<file path="config.mk">
export PLATFORM = sky130hd
export DESIGN_NAME = pc_gen
export DESIGN_NICKNAME = d
export VERILOG_FILES = /design/src/rtl/pc_gen_pkg.sv /design/src/rtl/pc_gen.sv
export SDC_FILE = /design/constraint.sdc
export NUM_CORES = 1
export LEC_CHECK = 0
export CELL_PAD_IN_SITES_DETAIL_PLACEMENT = 0
export CELL_PAD_IN_SITES_GLOBAL_PLACEMENT = 1
export CORE_AREA = 2 2 87 89
export DETAILED_ROUTE_END_ITERATION = 10
export DIE_AREA = 0 0 89 91
export PLACE_DENSITY = 0.9
export REMOVE_ABC_BUFFERS = 1
export SYNTH_ARGS = -nofsm -noshare
export SYNTH_HDL_FRONTEND = slang
export SYNTH_SLANG_ARGS = --single-unit
</file>
<file path="constraint.sdc">
create_clock -name clk -period 2.5 [get_ports clk]
set_input_delay 0.5 -clock clk [delete_from_list [all_inputs] [get_ports clk]]
set_output_delay 0.5 -clock clk [all_outputs]
set_load 0.05 [all_outputs]
</file>
<file path="src/rtl/pc_gen_pkg.sv">
// pc_gen_pkg: shared types for the program-counter generator.
//   addr            - 32-bit instruction address
//   pc_gen_state_e  - IDLE (post-reset), RUN (issuing), DRAIN (waiting out stale fetches)
//   INSTR_BYTES     - sequential PC increment
//   align_word()    - clears the byte-offset bits of a redirect target
package pc_gen_pkg;

    typedef logic [31:0] addr;

    typedef enum logic [1:0] {
        IDLE  = 2'd0,
        RUN   = 2'd1,
        DRAIN = 2'd2
    } pc_gen_state_e;

    localparam int unsigned INSTR_BYTES = 4;

    // Redirect targets may carry byte offsets; fetch always works on whole words.
    function automatic addr align_word(input addr a);
        return a & 32'hFFFF_FFFC;
    endfunction

endpackage

</file>
<file path="src/rtl/pc_gen.sv">
// pc_gen: program-counter generator feeding instr_fetch.
// Issues sequential word addresses, throttled to MAX_INFLIGHT outstanding
// fetches. A redirect reloads the PC, pulses flush, and (if fetches are still
// outstanding) enters DRAIN where every returning beat is flagged discard.
// Ports:
//   clk, rst                                   - clock, async active-low reset
//   pc_valid, pc_ready, pc_data                - decoupled PC output to fetch
//   redirect_valid, redirect_ready, redirect_data - decoupled redirect input
//   fetched_fire                               - fetch completed a beat this cycle
//   flush                                      - one-cycle pulse after a redirect
//   discard                                    - current fetched beat is stale
module pc_gen
    import pc_gen_pkg::*;
#(
    parameter addr         RESET_VECTOR = 32'h8000_0000,
    parameter int unsigned MAX_INFLIGHT = 1
) (
    input  logic        clk,
    input  logic        rst,
    output logic        pc_valid,
    input  logic        pc_ready,
    output logic [31:0] pc_data,
    input  logic        redirect_valid,
    output logic        redirect_ready,
    input  logic [31:0] redirect_data,
    input  logic        fetched_fire,
    output logic        flush,
    output logic        discard
);

    localparam int unsigned   CW      = $clog2(MAX_INFLIGHT + 1);
    localparam logic [CW-1:0] MAX_CNT = CW'(MAX_INFLIGHT);
    localparam logic [CW-1:0] CNT_ONE = CW'(1'b1);

    pc_gen_state_e r_state;
    pc_gen_state_e w_state_nxt;
    addr           r_pc_q;
    addr           w_pc_nxt;
    logic [CW-1:0] r_inflight;
    logic [CW-1:0] w_inflight_nxt;
    logic          r_flush_q;

    logic          w_pc_valid;
    logic          w_redirect_ready;
    logic          w_pc_fire;
    logic          w_redir_fire;
    logic          w_retire;

    // Output decode; depends on registers only, so no path from pc_ready or fetched_fire.
    always_comb begin
        w_pc_valid       = 1'b0;
        w_redirect_ready = 1'b0;
        case (r_state)
            IDLE: begin
                w_pc_valid       = 1'b0;
                w_redirect_ready = 1'b0;
            end
            RUN: begin
                w_pc_valid       = (r_inflight < MAX_CNT);
                w_redirect_ready = 1'b1;
            end
            DRAIN: begin
                w_pc_valid       = 1'b0;
                w_redirect_ready = 1'b1;
            end
            default: begin
                w_pc_valid       = 1'b0;
                w_redirect_ready = 1'b0;
            end
        endcase
    end

    assign w_pc_fire    = w_pc_valid && pc_ready;
    assign w_redir_fire = redirect_valid && w_redirect_ready;
    // A completion with nothing outstanding is a protocol error; ignore it so the counter cannot underflow.
    assign w_retire     = fetched_fire && (r_inflight != '0);

    // In-flight counter: issue and completion in the same cycle cancel out.
    always_comb begin
        w_inflight_nxt = r_inflight;
        if (w_pc_fire && !w_retire) begin
            w_inflight_nxt = r_inflight + CNT_ONE;
        end else if (!w_pc_fire && w_retire) begin
            w_inflight_nxt = r_inflight - CNT_ONE;
        end else begin
            w_inflight_nxt = r_inflight;
        end
    end

    // Next state and next PC; a redirect beats a same-cycle issue, whose PC then counts as stale.
    always_comb begin
        w_state_nxt = r_state;
        w_pc_nxt    = r_pc_q;
        case (r_state)
            IDLE: begin
                w_state_nxt = RUN;
            end
            RUN: begin
                if (w_redir_fire) begin
                    w_pc_nxt    = align_word(redirect_data);
                    w_state_nxt = (w_inflight_nxt != '0) ? DRAIN : RUN;
                end else if (w_pc_fire) begin
                    w_pc_nxt    = r_pc_q + addr'(INSTR_BYTES);
                    w_state_nxt = RUN;
                end else begin
                    w_state_nxt = RUN;
                end
            end
            DRAIN: begin
                if (w_redir_fire) begin
                    w_pc_nxt    = align_word(redirect_data);
                    w_state_nxt = (w_inflight_nxt != '0) ? DRAIN : RUN;
                end else if (w_inflight_nxt == '0) begin
                    w_state_nxt = RUN;
                end else begin
                    w_state_nxt = DRAIN;
                end
            end
            default: begin
                w_state_nxt = IDLE;
            end
        endcase
    end

    // State, PC, counter and flush registers.
    always_ff @(posedge clk or negedge rst) begin
        if (!rst) begin
            r_state    <= IDLE;
            r_pc_q     <= RESET_VECTOR;
            r_inflight <= '0;
            r_flush_q  <= 1'b0;
        end else begin
            r_state    <= w_state_nxt;
            r_pc_q     <= w_pc_nxt;
            r_inflight <= w_inflight_nxt;
            r_flush_q  <= w_redir_fire;
        end
    end

    assign pc_valid       = w_pc_valid;
    assign pc_data        = r_pc_q;
    assign redirect_ready = w_redirect_ready;
    assign flush          = r_flush_q;
    assign discard        = (r_state == DRAIN);

endmodule
</file>
==> results.md, run 1 <==
* Status: finished, final reports clean
* Vias per inst at 5.69
* Vias at 2547
* Synth Area in Simple Gates at 30.0%
* Setup skew after layout at 0.0107 ns
* First-pass GRT wire length at 12200 um
* RSZ-0062 raised after global routing: no
* Diodes inserted at 0
* Syn Std Cell Area at 2350 sq um
* Async set-reset flop share out of synthesis at 100%
* Post-Route WL at 7740 um
* Avg WL per Cell at 17.3 um
* Core ar. at 7140 sq um
* P&R area growth vs syn at 40.2%
* First-pass detailed-route iteration total at 4
* Sw power at 2.86 mW
* Cell family with most CP delay: simple AND/OR/NAND/NOR gates
* Buffers on Ports at 68
* Worst Tran Pin Value at 0.517 ns
* Drt initial violations at 200
* Switching Fraction at 55.2%
* Worst EP arrival at 2.41 ns
* Synth warn at 0
* Setup TNS at 0 ns
* Cell Int Power at 2.32 mW
* R2r setup slk at 0.29 ns
* Worst-path cell chain: inv_1, ha_1, nor3b_1, o21ai_0, or3_1, o311ai_0
* CTS tree: built
* Post-route ant nets at 0
* Hold violation total from the final report at 0
* Starting density of the core at 32.9%
* Slowest cell on crit path: ha_1
* Critical path launch point type: register
* Synth Area in Adders at 2.66%
* DPL Wire Length at 5440 um
* Share of layout cells above drive strength 1 at 10.9%
* Vias in the first global route at 2384
* Post-synthesis sequential area ratio at 36.3%
* Max-cap violations at 0
* Critical path endpoint category: register
* Synth Instances at 278
* Critical Path Start: r_state[0]
* Yosys top cell area share at 35.1%
* Synth Area in XOR/XNOR at 0%
* Row Count at 31
* Clock Sink Count at 34
* Synth area leaders: dfrtp_1, nand2_1, a21oi_1
* Power share of the combinational group at 67.0%
* Clock period minus worst slack at 2.21 ns
* Worst hold path class: register to register
* GP Congestion at 0.836
* Top-Level Pins at 73
* Yosys top cell by area: dfrtp_1
* Synth unique cells at 57
* Design area at 3290 sq um
* Mapped Avg Cell Area at 8.45 sq um
* Fin crit share at 88.5%
* Max stage delay on crit path at 0.46 ns
* Chip width at 89 um
* CTS Hold Bufs at 0
* Synth Register Bits at 34
* # setup viols final at 0
* Slew Viols, Final at 0
* Seq pwr share at 24.2%
* Num CTS Buffers at 5
* Die ar. at 8100 sq um
* Drt drc at 0
* R2r startpoint: r_state[0]
* Kind of critical path: register to register
* Largest net degree at the start of global routing at 40
* Clock Latency Late Sink at 0.30 ns
* Worst-case clock buffer depth at 2
* Fmax at 0.452 GHz
* Root Buffer Master: clkbuf_8
* Hold_sp: pc_data[2]
* Clock-pin slew on the worst setup and hold paths at 0.08 ns
* CP max FO at 9
* Final nets at 390
* Die H at 91 um
* Largest family of logic cells by synthesized area: simple AND/OR/NAND/NOR gates
* Crit path buf inv count at 1
* Synth top cells by count: dfrtp_1, nand2_1, nor2_1
* Clock Power Share at 8.8%
* Most frequent cell after synthesis: dfrtp_1
* Top FF cell, synth: dfrtp_1
* Grt ovf at 0
* Post-synth EDFFs at 0
* Htree depth at 2
* Peak supply drop at 0.682 mV
* CP required at 2.69 ns
* Placed Instance Area at 3200 sq um
* Synth Area in Compound Gates at 24.9%
* Mux share of post-synthesis cell area at 0.426%
* Total GRT Usage at 19.2%
* Leak at 1.25 nW
* Worst rel slew slack at 65.4%
* PwrDens at 1570 nW/um^2
* Initial antenna violation count at 0
[metrics by stage]
stage | setup WS (ns) | cells | power (mW) | utilization [%] | hold WS [ns]
finish | 0.287 | 448 | 5.18 | 46.2 | 0.571
floorplan | -0.583 | 257 | 3.41 | - | 0.204
detailed placement | 0.157 | 440 | 4.71 | 44.8 | 0.550
global placement | 0.218 | 440 | 4.64 | 44.8 | 0.556
global route | 0.0916 | 448 | 5.51 | 46.2 | 0.588
CTS | 0.0102 | 448 | 5.18 | 46.1 | 0.564
[metal layers]
metal	global-route usage (%)	vias up	part of all wire (%)
li1	-	1211	-
met2	30.2	104	47
met1	25.8	1218	42
met3	3.27	14	7.9
met5	0	-	0
met4	7.84	0	2.3
[state kept, by name, indices dropped and copies added (netlist names)]
signal	cells
pc_data	30
r_state	2
flush	1
r_inflight	1
[power by group through the flow]
stage | registers [mW] | clock network [mW] | logic (mW)
2_1_floorplan | 2.00 | 0 | 1.41
3_3_place_gp | 1.25 | 0 | 3.39
3_5_place_dp | 1.25 | 0 | 3.46
4_1_cts | 1.25 | 0.465 | 3.47
5_1_grt | 1.31 | 0.486 | 3.72
6_report | 1.25 | 0.458 | 3.47
[final cells by class]
| type | instances | area [sq um] |
|---|---|---|
| inverters | 7 | 26.3 |
| clock buffers | 6 | 82.6 |
| well taps | 99 | 124 |
| fillers | 733 | 3840 |
| multi-input cells | 216 | 1370 |
| clock inverters | 2 | 12.5 |
| repair buffers | 84 | 823 |
| flip-flops and latches | 34 | 852 |
[cell families (layout without fill, tap and decap cells)]
kind of cell,Yosys count,count (layout)
and+or+nand+nor,124,124
AOI/OAI and AO/OA,84,84
DFF,34,34
buffers and inverters,29,99
adders and majority gates,5,5
other,1,2
muxes,1,1
[final timing paths]
check,to,cells after the start
worst max-delay path,pc_data[29],6
worst min-delay path,pc_data[2],1
worst max register to register,pc_data[29],6
worst min register to register,pc_data[2],1
max in group asynchronous,pc_data[31],2
min in group asynchronous,flush,2
[timing repair]
action / CTS / global route
endpoints found under the setup margin: 0 / 1
setup buffers: 0 / 0
gates resized for setup: 0 / 1
[cell usage in the layout (no fill, tap or decap), types with 7 or more instances in the layout]
| cell | n |
|---|---|
| a21oi_1 | 19 |
| nor2_1 | 22 |
| o211ai_1 | 9 |
| o21ai_0 | 12 |
| buf_4 | 16 |
| dfrtp_1 | 33 |
| nand4_1 | 7 |
| nor4_1 | 10 |
| clkdlybuf4s50_1 | 65 |
| nand3_1 | 15 |
| nand2_1 | 28 |
| nor3_1 | 9 |
[worst reg2reg max path, stage by stage, from the launching register on]
cell and delay, ns:
dfrtp_1 0.38, inv_1 0.08, ha_1 0.46, nor3b_1 0.27, o21ai_0 0.20, or3_1 0.43, o311ai_0 0.28
(Power assumes the default switching activity.)
==> run 2: changes to the inputs <==
--- a/config.mk
+++ b/config.mk
@@ -7,10 +7,10 @@
 export LEC_CHECK = 0
 export CELL_PAD_IN_SITES_DETAIL_PLACEMENT = 0
 export CELL_PAD_IN_SITES_GLOBAL_PLACEMENT = 1
-export CORE_AREA = 2 2 87 89
+export CORE_AREA = 2 2 85 87
 export DETAILED_ROUTE_END_ITERATION = 10
-export DIE_AREA = 0 0 89 91
-export PLACE_DENSITY = 0.9
+export DIE_AREA = 0 0 87 89
+export PLACE_DENSITY = 0.93
 export REMOVE_ABC_BUFFERS = 1
 export SYNTH_ARGS = -nofsm -noshare
 export SYNTH_HDL_FRONTEND = slang
==> constraint.sdc (replaced) <==
create_clock -name clk -period 2.9 [get_ports clk]
set_input_delay 0.58 -clock clk [delete_from_list [all_inputs] [get_ports clk]]
set_output_delay 0.58 -clock clk [all_outputs]
set_load 0.05 [all_outputs]
==> results.md, run 2 (synthesis gave the netlist of run 1 again) <==
* Largest net degree at the start of global routing at 40
* Drt initial violations at 191
* Cell Int Power at 1.99 mW
* Power share of the combinational group at 65.2%
* First-pass GRT wire length at 12300 um
* Commonest non-fill, non-tap cells in the layout: clkdlybuf4s50_1, dfrtp_1, nand2_1
* RR Endpoint: pc_data[29]
* Worst Tran Pin Value at 0.717 ns
* Final nets at 385
* Placed Instance Area at 3120 sq um
* Htree depth at 2
* Clock period minus worst slack at 2.61 ns
* RSZ-0062 raised after global routing: no
* Vias in the first global route at 2463
* Pre-CTS setup slack at 0.356 ns
* Clock Latency Late Sink at 0.29 ns
* Setup skew after layout at 0.00374 ns
* Power, Total at 4.42 mW
* Crit path buf inv count at 3
* Vias at 2564
* Critical path launch point type: register
* Kind of critical path: register to output pin
* Slowest cell on crit path: clkdlybuf4s50_1
* Top-Level Pins at 73
* CP required at 2.32 ns
* Buffers on Ports at 68
* Clock Power Share at 9.9%
* Post-Route WL at 7630 um
* Slew Viols, Final at 0
* Dpl cells at 416
* Vias per inst at 6.05
* Hold path endpoint: pc_data[2]
* Final Non-Filler Cells at 424
* Initial antenna violation count at 0
* Hold_sp: pc_data[2]
* Cells on worst reg2reg path at 4
* P&R area growth vs syn at 37.2%
* Die ar. at 7740 sq um
* Diodes inserted at 0
* Post-CTS Setup Bufs at 0
* Critical path endpoint category: output pin
* Hold depth at 1
* R2r setup slk at 0.70 ns
* Status: finished, final reports clean
* Die H at 89 um
* Cell family with most CP delay: buffers and inverters
* Worst rel slew slack at 52.2%
* Hold Slack at 0.576 ns
* Sw power at 2.43 mW
* First-pass detailed-route iteration total at 4
* Clock Sink Count at 34
* Worst-case clock buffer depth at 2
* Avg WL per Cell at 18.0 um
* CTS Hold Bufs at 0
* Levels on crit path at 5
* Worst hold path class: register to register
* Starting density of the core at 35.0%
* Leak at 1.21 nW
* CTS tree: built
* Seq pwr share at 24.9%
* Max-cap violations at 0
* Design area at 3220 sq um
* R2r startpoint: pc_data[9]
* Max FFs per register at 30
* Root Buffer Master: clkbuf_8
* Setup TNS at 0 ns
* Final core occ at 48.0%
* Most frequent cell on the critical path: inv_1
* Drt drc at 0
* Fmax at 0.383 GHz
* Clock-pin slew on the worst setup and hold paths at 0.07 ns
* Fin crit share at 90.0%
* # resized after CTS at 0
* PwrDens at 1370 nW/um^2
* CP max FO at 5
* # setup viols final at 0
* Share of layout cells above drive strength 1 at 9.01%
* Final setup margin at 0.290 ns
* Peak supply drop at 0.625 mV
* Switching Fraction at 55.0%
* Grt ovf at 0
* DPL Wire Length at 5450 um
* Hold violation total from the final report at 0
* Core ar. at 6720 sq um
* Total GRT Usage at 20.2%
* Row Count at 30
* Num CTS Buffers at 5
* Worst EP arrival at 2.03 ns
* Chip width at 87 um
* GP Congestion at 0.872
* Max stage delay on crit path at 0.80 ns
* Post-route ant nets at 0
* Most common cell after layout, fill and taps aside: clkdlybuf4s50_1
* Worst-path cell chain: inv_1, ha_1, inv_1, nor2_1, clkdlybuf4s50_1
==> run 2: power groups by stage <==
| stage | registers, mW | clock network (mW) | logic [mW] |
|---|---|---|---|
| finish | 1.10 | 0.437 | 2.88 |
| global route | 1.15 | 0.472 | 3.08 |
| CTS | 1.10 | 0.448 | 2.88 |
| detailed placement | 1.10 | 0 | 2.87 |
| global placement | 1.09 | 0 | 2.82 |
| floorplan | 1.73 | 0 | 1.22 |
==> run 2: area by class of cell <==
type	count	area (sq um)
Clock buffer	5	68.8
Clock inverter	3	40.0
Fill cell	648	3490
Inverter	7	26.3
Multi-Input combinational cell	216	1370
Sequential cell	34	852
Tap cell	80	100
Timing Repair Buffer	79	763
==> run 2: per-layer routing <==
| layer | vias up | share of wire (%) | GRT usage [%] |
|---|---|---|---|
| li1 | 1202 | - | - |
| met1 | 1236 | 44 | 27.1 |
| met2 | 118 | 47 | 33.4 |
| met3 | 8 | 7.5 | 4.16 |
| met4 | 0 | 0.97 | 5.26 |
| met5 | - | 0 | 0 |
==> run 2: how the worst max path moves through the flow <==
stage,start,endpoint,slack [ns]
floorplan,r_state[0],pc_data[13],-0.18
global placement,redirect_valid,pc_data[15],0.39
detailed placement,redirect_valid,pc_data[15],0.36
CTS,r_state[1],pc_valid,0.27
global route,r_state[1],pc_valid,0.17
finish,r_state[1],pc_valid,0.29
==> run 2: worst reg2reg max path: stages (launching register included) <==
cell	delay, ns
dfrtp_1	0.52
and4_1	0.33
nand4_1	0.45
or3_1	0.51
o311ai_0	0.28
==> variant: new RTL, flow settings as in run 1 <==
Encoding of `pc_gen_state_e`: now one-hot (3 bits for 3 states).
--- a/src/rtl/pc_gen_pkg.sv
+++ b/src/rtl/pc_gen_pkg.sv
@@ -7,10 +7,10 @@
 
     typedef logic [31:0] addr;
 
-    typedef enum logic [1:0] {
-        IDLE  = 2'd0,
-        RUN   = 2'd1,
-        DRAIN = 2'd2
+    typedef enum logic [2:0] {
+        IDLE  = 3'b001,
+        RUN   = 3'b010,
+        DRAIN = 3'b100
     } pc_gen_state_e;
 
     localparam int unsigned INSTR_BYTES = 4;
Check against the original RTL: same outputs for any inputs over 10 cycles, from zero or initial values and one cycle with rst low; not proved beyond that.
==> variant against run 1 <==
Critical path depth decreased by 3. Sequential share of layout area increased by 2.4 points. Design area decreased by 5.8%. Clock power decreased by 13%. Core utilization decreased by 2.7 points. Total power decreased by 17%. Routed wire length decreased by 17%. Area after synthesis decreased by 7.0%. Cell count decreased by 5.4%. Worst setup slack got worse by 160 ps. Sequential cell count increased by 1. Largest power group unchanged.
==> variant: results (changes against run 1) <==
GRT
  – Wire length of the first global-routing pass: 10,700 um (was 12,200 um)
  – GR met1 Demand/Resource: 22.0% (was 25.8%)
  – Initial antenna violation count: 0 (unchanged)
  – Met2 Resource Use GR: 27.1% (was 30.2%)
  – GRT Resource Usage Total: 16.6% (was 19.2%)
  – Pin count of the biggest net entering global routing: 36 (was 40)
  – Met3 Usage GRT: 4.36% (was 3.27%)
  – Via count of the first global-routing pass: 2,173 (was 2,384)

Placed design
  – Port Buffer Count: 68 (unchanged)
  – HPWL reported at the end of detailed placement: 4510 um (was 5440 um)
  – Placed standard-cell area: 3020 sq um (was 3200 sq um)
  – Cell total after placement: 416 (was 440)
  – Post-placement setup slack: 281 ps (was 157 ps)
  – Global placer's final weighted congestion: 0.805 (was 0.836)

Logic synthesis
  – Proportion of synthesized chip area in sequential cells: 40.2% (was 36.3%)
  – Count of distinct cell types in the synthesized netlist: 49 (was 57)
  – Most frequent cells after synthesis: 33 x dfrtp_1, 28 x nand2_1, 25 x a21oi_1 (was 33 x dfrtp_1, 28 x nand2_1, 22 x nor2_1)
  – Synth Instances: 257 (was 278)
  – Synthesized flop and latch total: 35 (was 34)
  – Area contributors post-synth: dfrtp_1 38%, a21oi_1 5.7%, nand2_1 4.8% (was dfrtp_1 35%, nand2_1 4.5%, a21oi_1 4.3%)

Cells and area
  – Buffer count excluding the clock tree in the final layout: 80 (was 84)
  – Count of inverters not on the clock network in the layout: 4 (was 7)
  – Final-stage net count: 362 (was 390)
  – Fraction of area in multi-input gates: 38.7% (was 41.7%)
  – Area added between synthesis and finish: 42.0% (was 40.2%)
  – Sequential cell area in the final layout: 878 sq um (was 852 sq um)
  – Proportion of cell area spent on the clock network: 2.62% (was 2.89%)
  – Fraction of layout cells with a size suffix above 1: 10.2% (was 10.9%)
  – Layout non-clock buf frac: 25.9% (was 25.0%)
  – Final non-filler cell area: 3100 sq um (was 3290 sq um)
  – Multi-input gate count: 198 (was 216)
  – Number of fill cells: 743 (was 733)
  – CLK BUF: 7 (was 6)

Hold path
  – HP Class: reg -> reg (unchanged)

Drt
  – Met3 routed wirelength: 352 um (was 615 um)
  – Post-detailed-route via-to-cell ratio: 5.38 (was 5.69)
  – Initial DRC count: 56 (was 200)
  – Wire length on met2: 3220 um (was 3660 um)
  – Total number of vias: 2,279 (was 2,547)
  – Routed metal-1 wire length: 2850 um (was 3290 um)
  – Routed length per placed instance: 15.2 um (was 17.3 um)

Power and ir drop
  – NetSw: 2.27 mW (was 2.86 mW)
  – Leak Pwr: 1.18 nW (was 1.25 nW)
  – Largest vdd supply drop: 0.000833 V (was 0.000682 V)

Critical path
  – Crit path largest cell delay: 810 ps (was 460 ps)
  – Slowest stage cell, crit path: clkdlybuf4s50_1 (was ha_1)
  – Family of cells with the greatest summed delay on the critical path: buffers and inverters (was simple AND/OR/NAND/NOR gates)

Run status
  – Outcome: complete, no violations (unchanged)

Timing
  – Clock skew after layout: 4.10 ps (was 10.7 ps)
  – Transition time at the pin with the least slew margin: 521 ps (was 517 ps)
==> variant: power by group through the flow <==
stage	clock (mW)	combinational (mW)	sequential (mW)
3_5_place_dp	0	2.67	1.23
6_report	0.398	2.67	1.23
2_1_floorplan	0	0.892	2.00
3_3_place_gp	0	2.64	1.22
4_1_cts	0.411	2.68	1.22
5_1_grt	0.437	2.86	1.28
==> variant: final timing paths <==
path / slack [ps] / end / startpoint / cells after the start
worst max register to register: 560 / pc_data[28] / pc_data[3] / 7
worst max-delay path: 130 / redirect_ready / r_state[1] / 3
worst min register to register: 500 / pc_data[21] / pc_data[21] / 1
min in group asynchronous: 640 / flush / rst / 2
max in group asynchronous: 1500 / r_state[0] / rst / 2
worst min-delay path: 500 / pc_data[21] / pc_data[21] / 1
==> variant: cells by family after synthesis <==
logic type	Yosys count	share of synthesized area, %
simple gates	104	25.2
compound gates	88	26.8
flops	35	40.2
buf+inv	25	5.72
xor+xnor	2	0.802
fa+ha+maj	1	0.572
other cells	1	0.172
mux	1	0.458
